--- config.mk ---
export PLATFORM = sky130hd
export DESIGN_NAME = hazard_scoreboard
export DESIGN_NICKNAME = d
export VERILOG_FILES = /design/src/rtl/hazard_scoreboard.sv
export SDC_FILE = /design/constraint.sdc
export NUM_CORES = 1
export LEC_CHECK = 0
export BUFFER_PORTS_ARGS = -buffer_cell sky130_fd_sc_hd__buf_2
export CORE_MARGIN = 1
export CORE_UTILIZATION = 55
export DETAILED_ROUTE_END_ITERATION = 8
export HOLD_SLACK_MARGIN = 0.1
export PLACE_DENSITY = 0.81
export SETUP_SLACK_MARGIN = 0.05
export SLEW_MARGIN = 20
export SYNTH_ARGS = -nofsm -noshare
export SYNTH_HDL_FRONTEND = slang
export SYNTH_SLANG_ARGS = --single-unit
--- constraint.sdc ---
create_clock -name i_clk -period 3.25 [get_ports i_clk]
set_input_delay 0.1625 -clock i_clk [delete_from_list [all_inputs] [get_ports i_clk]]
set_output_delay 0.1625 -clock i_clk [all_outputs]
set_load 0.03 [all_outputs]
--- src/rtl/hazard_scoreboard.sv ---
// Producer-side hazard tracker: records registers with unforwardable in-flight writes
// (loads, CSR reads) and stalls the decode instruction until MEM/WB forwarding can supply them.
module hazard_scoreboard #(
   parameter int STALL_TIMEOUT = 1023,
   parameter int CNT_W         = 32
) (
   input  logic             i_clk,
   input  logic             i_rst,
   input  logic             i_id_valid,
   input  logic             i_flush,
   input  logic [4:0]       i_rs1_addr_id,
   input  logic [4:0]       i_rs2_addr_id,
   input  logic             i_rs1_used_id,
   input  logic             i_rs2_used_id,
   input  logic [4:0]       i_rd_addr_id,
   input  logic             i_rd_wr_en_id,
   input  logic             i_long_id,
   input  logic             i_mem_long,
   input  logic             i_mem_ready,
   input  logic [4:0]       i_rd_addr_mem,
   output logic             o_stall,
   output logic [31:0]      o_pending,
   output logic [CNT_W-1:0] o_stall_count,
   output logic             o_deadlock
);

   logic [31:0]      r_pending;
   logic [15:0]      r_run_cnt;
   logic [CNT_W-1:0] r_stall_count;
   logic             r_deadlock;

   logic [31:0] w_clr;
   logic [31:0] w_set;
   logic [31:0] w_eff;
   logic        w_raw1;
   logic        w_raw2;
   logic        w_waw;
   logic        w_stall;
   logic        w_issue;
   logic [15:0] w_run_next;

   // NOTE: every always_comb output gets a default before any conditional write,
   // otherwise the untaken path holds its old value and a latch is inferred.
   always_comb begin
      w_clr = '0;
      if (i_mem_long && i_mem_ready)
         w_clr[i_rd_addr_mem] = 1'b1;
   end

   // A producer finishing MEM this cycle is forwardable from WB next cycle.
   assign w_eff = r_pending & ~w_clr;

   assign w_raw1  = i_rs1_used_id && (i_rs1_addr_id != 5'd0) && w_eff[i_rs1_addr_id];
   assign w_raw2  = i_rs2_used_id && (i_rs2_addr_id != 5'd0) && w_eff[i_rs2_addr_id];
   assign w_waw   = i_rd_wr_en_id && (i_rd_addr_id  != 5'd0) && w_eff[i_rd_addr_id];
   assign w_stall = i_id_valid && !i_flush && (w_raw1 || w_raw2 || w_waw);
   assign w_issue = i_id_valid && !i_flush && !w_stall;

   always_comb begin
      w_set = '0;
      if (w_issue && i_long_id && i_rd_wr_en_id && (i_rd_addr_id != 5'd0))
         w_set[i_rd_addr_id] = 1'b1;
   end

   always_comb begin
      w_run_next = '0;
      if (w_stall)
         w_run_next = (r_run_cnt == 16'hFFFF) ? r_run_cnt : r_run_cnt + 16'd1;
   end

   // NOTE: sequential state uses non-blocking assignments so every register samples
   // pre-edge values regardless of statement order.
   always_ff @(posedge i_clk or posedge i_rst) begin
      if (i_rst) begin
         r_pending     <= '0;
         r_run_cnt     <= '0;
         r_stall_count <= '0;
         r_deadlock    <= 1'b0;
      end else begin
         // Set is OR-ed after the clear so a same-register set wins.
         r_pending <= w_eff | w_set;
         r_run_cnt <= w_run_next;
         if (w_stall && (r_stall_count != '1))
            r_stall_count <= r_stall_count + CNT_W'(1);
         if (w_stall && (int'(w_run_next) == STALL_TIMEOUT))
            r_deadlock <= 1'b1;
      end
   end

   assign o_stall       = w_stall;
   assign o_pending     = r_pending;
   assign o_stall_count = r_stall_count;
   assign o_deadlock    = r_deadlock;

endmodule

---- Word level (Yosys, flattened, before mapping) ----
Cells that the tools add are included.
storage, ports and cells
  bits in registers ....................... 81
  output and inout bits ................... 66
operators by class
  $add $sub $neg .......................... 2
  magnitude comparators ................... 6
  eq/ne operators ......................... 3
  mux-type cells .......................... 14
  bitwise logic cells ..................... 3
  reduce and logical (&&, ||, !) cells .... 24
operators with widths
  cell                     number
  $mux W32                 2
  $add A32 B1 Y32 const B  1
  $and A32 B32 Y32         1
  $mux W16                 2
  $ne A32 B32 Y1 const B   1
  $not A32 Y32             1
  $or A32 B32 Y32          1
  $lt A5 B6 Y1 const B     4
  $logic_and A1 B1 Y1      17
  $add A16 B1 Y16 const B  1
  $eq A16 B11 Y1 const B   1
  $eq A16 B16 Y1 const B   1
  $bmux W1 S5              3
  $reduce_bool A5 Y1       3
  $demux W1 S5             2
  $ge A5 B1 Y1 const B     2
  $mux W1                  5
  $logic_not A1 Y1         2
  $logic_or A1 B1 Y1       2

---- Logic depth before layout (Yosys ltp) ----
  depth in word-level cells ............... 20
  depth in mapped cells ................... 13
  depth with buffers taken out ............ 9

---- Worst setup path after synthesis ----
OpenSTA, ideal clock, no wires.
  path kind ............................... flip-flop to flip-flop
  from .................................... register r_pending[23], in the netlist o_pending[23]
  to ...................................... register r_stall_count[24], in the netlist o_stall_count[24]
  library setup time ...................... 0.128 ns
  arrival ................................. 2.603 ns
  required time ........................... 3.122 ns
  path slack .............................. 0.519 ns
  stages on the path, launching flop included .. 10
  path buffers ............................ 1
  period minus slack after synthesis ...... 2.731 ns
  cell sequence ........................... dfrtp_1 -> o21ai_1 -> mux4_2 -> or3_1 -> o211ai_1 -> nor4_1 -> and3_1 -> buf_6 -> or3_1 -> mux2_1
on the way
  longest elaborated chain between the ends .. 8
  elaborated cells between the ends (all ways) .. 14
ends and longest elaborated chain
  item                                           RTL line  text
  from (decl)                                    27        logic [31:0] r_pending;
  from (signal assigned)                         81        r_pending <= w_eff | w_set;
  $and A32 B32 Y32 (*)                           51        assign w_eff = r_pending & ~w_clr;
  $bmux W1 S5, on equally long branches          53, 54
  $mux W1, on equally long branches              53, 54
  $logic_and A1 B1 Y1, on equally long branches  53, 54
  $logic_or A1 B1 Y1                             56        assign w_stall = i_id_valid && !i_flush && (w_raw1 || w_raw2 || w_waw);
  $logic_or A1 B1 Y1 (*)                         56
  $logic_and A1 B1 Y1 (*)                        56
  $logic_and A1 B1 Y1 (*)                        83        if (w_stall && (r_stall_count != '1))
  to (signal assigned)                           84        r_stall_count <= r_stall_count + CNT_W'(1);
  to (decl)                                      29        logic [CNT_W-1:0] r_stall_count;
Every way passes the cells marked *; elsewhere a longest branch is shown, timed or not. The select of a mux whose other input is x is not followed.
A chain may end at the register's enable or synchronous reset.

---- Worst setup path in the final report ----
  from .................................... input i_rd_addr_mem[3]
  to ...................................... output o_stall
on the way
  longest elaborated chain between the ends .. 13
  elaborated cells between the ends (all ways) .. 20
ends and longest elaborated chain
  item                                                                RTL line  text
  from (decl)                                                         20        input logic [4:0] i_rd_addr_mem,
  $lt A5 B6 Y1 (not written as such) or $ge A5 B1 Y1 (tied branches)  47        w_clr[i_rd_addr_mem] = 1'b1;
  $logic_and A1 B1 Y1 (not written as such)                           47
  $mux W1 (not written as such)                                       47
  $demux W1 S5 (*)                                                    47
  $mux W32 (*)                                                        46        if (i_mem_long && i_mem_ready)
  $not A32 Y32 (*)                                                    51
  $and A32 B32 Y32 (*)                                                51
  $bmux W1 S5, on equally long branches                               53, 54
  $mux W1, on equally long branches                                   53, 54
  $logic_and A1 B1 Y1, on equally long branches                       53, 54
  $logic_or A1 B1 Y1                                                  56
  $logic_or A1 B1 Y1 (*)                                              56
  $logic_and A1 B1 Y1 (*)                                             56
  to (decl)                                                           21        output logic o_stall,
Marks and branches as above.

==> results.yml <==
run:
  maxCapViolCount: 0
timing:
  fin_worst_skew_ns: 0.0157
  maxSlewViolCount: 0
  fin_tns_setup_ns: 0
  finalCritPeriodShare_pct: 93.4
  max_slew_margin_pct: 55.1
  hold_viol: 0
  min_period_ns: 3.04
  rsz0062_at_grt: "no"
  setup_violations: 0
  whs_ns: 0.278
  worst_pin_slew_ns: 0.673
  max_freq_ghz: 0.329
synth:
  synthAdderAreaFrac_pct: 0.502
  yosysTopAreaCellShare_pct: 40.6
  synth_compound_area_share_pct: 19.1
  syn-cell-area_um2: 4990
  synthMuxAreaShare_pct: 4.86
  netlist-cell-type-count: 66
  synthesis.nets: 568
  synth_seq_area_share_pct: 40.6
  synth_warnings: 0
  synth_area_leaders: "dfrtp_1 41%, xnor2_1 5.1%, o21ai_1 3.9%"
  synth_xor_area_share_pct: 6.67
  yosysTopAreaCell: "dfrtp_1"
  synth_top_family_by_area: "simple AND/OR/NAND/NOR gates"
  syn_area_per_cell_um2: 9.31
  ys.flop_type: "dfrtp_1"
  synth-simple-area-share_pct: 23.9
  ys_seq_elements: 81
  syn_inst: 536
  synth_edf_count: 0
  ys_async_sr_fraction_pct: 100
hold_path:
  hold_path_depth: 4
  hold_class: "in2reg"
worst_setup_path:
  critical_path_class: "in2out"
  crit_chain: "buf_2 > or3_1 > o21ai_1 > o211ai_1 > a31oi_1 > o211ai_1 > nor4_2 > nand3_2 > buf_4 > nand2_1 > inv_1 > buf_2"
  reg2regPathDepth: 8
  worst_path_largest_cell_delay_ns: 0.52
  cp.arrival_ns: 2.87
  crit_required_ns: 3.09
  start_kind: "input port"
  worstSetupEndpointType: "output port"
  crit_slowest_cell: "or3_1"
  cp_max_fo: 8
final_layout:
  num_antenna_cells: 0
  drive_gt1_share_pct: 25.5
  area_delta_synth_final_pct: 17.9
  nets: 665
  final_util_pct: 67.1
clocking:
  cts.sinks: 81
  tritoncts: "yes"
  worstSkewPairLatency_ns: 0.36
  root_buffer: "clkbuf_8"
  h-tree-depth: 3
  cts_made_buffers: 9
  cts_buffer_depth: 2
  clk_pin_slew_ns: 0.09
  post_cts_buffers: 0
pwr:
  power_density_nw_per_um2: 432
  leakage_nw: 2.63
  p_total_w: 0.00254
  vdd_ir_drop_max_uv: 308
floorplanning:
  die_w_um: 97.3
  rows: 34
  die_h_um: 97.3
  dieArea_um2: 9460
  start_util_pct: 56.9
  core_um2: 8760
  io_pins: 96
drt:
  drtPass1Iterations: 5
  wl_per_cell_um: 20.0
  drc_errors: 0
  via_per_inst: 6.62
  totalWireLength_mm: 15.0
  drt_iter0_drc: 566
  via_count: 4935
  ant_nets: 0
grt:
  grt_pass1_vias: 4807
  use_met1_pct: 44.8
  antenna_found_initial: 0
  grt_use_met3_pct: 8.13
  grt_max_degree: 57
  grt_usage_pct: 33.1
  grt_first_pass_wirelength_mm: 24.7
  grt_most_used_layer: "met2"
  groute.layer.met2.usage_pct: 50.7
  grt-ovfl-total: 0
place:
  portBuffers: 95
  routabilityCongestion: 0.973
  dpl.hpwl_mm: 10.9
status:
  outcome: "complete, no violations"
## flip-flops by register name (all words and copies together), names as in the netlist
signal / flops
o_pending: 32
o_stall_count: 32
r_run_cnt: 16
o_deadlock: 1
## stage by stage
stage / area (µm²) / cells / setup slack (ns)
final: 5880 / 746 / 0.215
after global routing: 5880 / 746 / 0.0692
after CTS: 5870 / 746 / 0.203
after detailed placement: 5610 / 729 / 0.0289
after global placement: 5610 / 729 / 0.200
after floorplan: 4990 / 536 / 0.519
## timing repair
item | CTS | global route
endpoints found under the hold margin | 54 | 0
setup endpoints to repair | 0 | 2
resized for setup | 0 | 2
hold buffers | 1 | 0
## cell families after synthesis
logic type | count (synthesis)
adder cells (fa/ha/maj) | 2
AND/OR/NAND/NOR | 213
flip-flops | 81
multiplexers | 15
buffers and inverters | 46
AO/OA/AOI/OAI | 141
XOR/XNOR | 38
## where the power goes
part	switching (W)	internal, W
registers	0.0000575	0.00106
logic	0.000340	0.000165
clock network	0.000392	0.000534
total	0.000789	0.00175
## routing by layer
| layer | up-vias | wire length (µm) |
|---|---|---|
| met3 | 58 | 1490 |
| li1 | 2237 | - |
| met4 | 0 | 566 |
| met5 | - | 0 |
| met1 | 2342 | 6240 |
| met2 | 298 | 6660 |
## critical path: cells and delay by family
family / cells / cell delay (ns)
AOI/OAI and AO/OA: 4 / 0.84
buffers and inverters: 4 / 0.57
and+or+nand+nor: 4 / 1.30
## final cells by class
cell class                 count  area, µm²
tap                          108        135
clock inverter                 6        115
multi-input combinational    409       2750
timing repair buffer         121        673
fill                         693       2880
sequential                    81       2030
inverter                      11       43.8
clock buffer                  10        138
## worst paths after layout
path / from / endpoint / slack (ns)
worst max-delay path: i_rd_addr_mem[3] / o_stall / 0.21
worst min-delay path: i_rd_addr_id[4] / o_pending[25] / 0.28
worst max register to register: o_pending[30] / o_pending[10] / 0.51
worst min register to register: o_stall_count[28] / o_stall_count[28] / 0.48
max in group asynchronous: i_rst / o_pending[20] / 2.13
min in group asynchronous: i_rst / o_pending[28] / 0.45
## layout by cell type (no fill, tap or decap), types with 13 or more instances in the layout
cell type	instances
nand4_1	26
xnor2_1	29
and3_1	19
nor3_1	13
nor2_1	43
nand2_1	25
o211ai_1	20
nand3_1	24
buf_4	25
dfrtp_1	81
buf_2	95
o21ai_0	13
o21ai_1	40
## cells in the mapped netlist, types with 6 or more instances
cell and count:
a31oi_1 6, o211ai_1 20, o21a_1 8, inv_1 10, or3_1 6, nand4_1 26, dfrtp_1 81, nand2b_1 6
clkbuf_1 19, nor3_1 13, nor2_1 43, nand3_1 24, o2111ai_1 7, mux4_2 7, nand3b_1 8, o21ai_0 14
o21ai_1 39, and3_1 19, nand2_1 25, and2_1 6, xnor2_1 29, xor2_1 9, nor2b_1 6, a21oi_1 9
buf_2 10
Note: power is estimated with default switching activity, not from simulation.
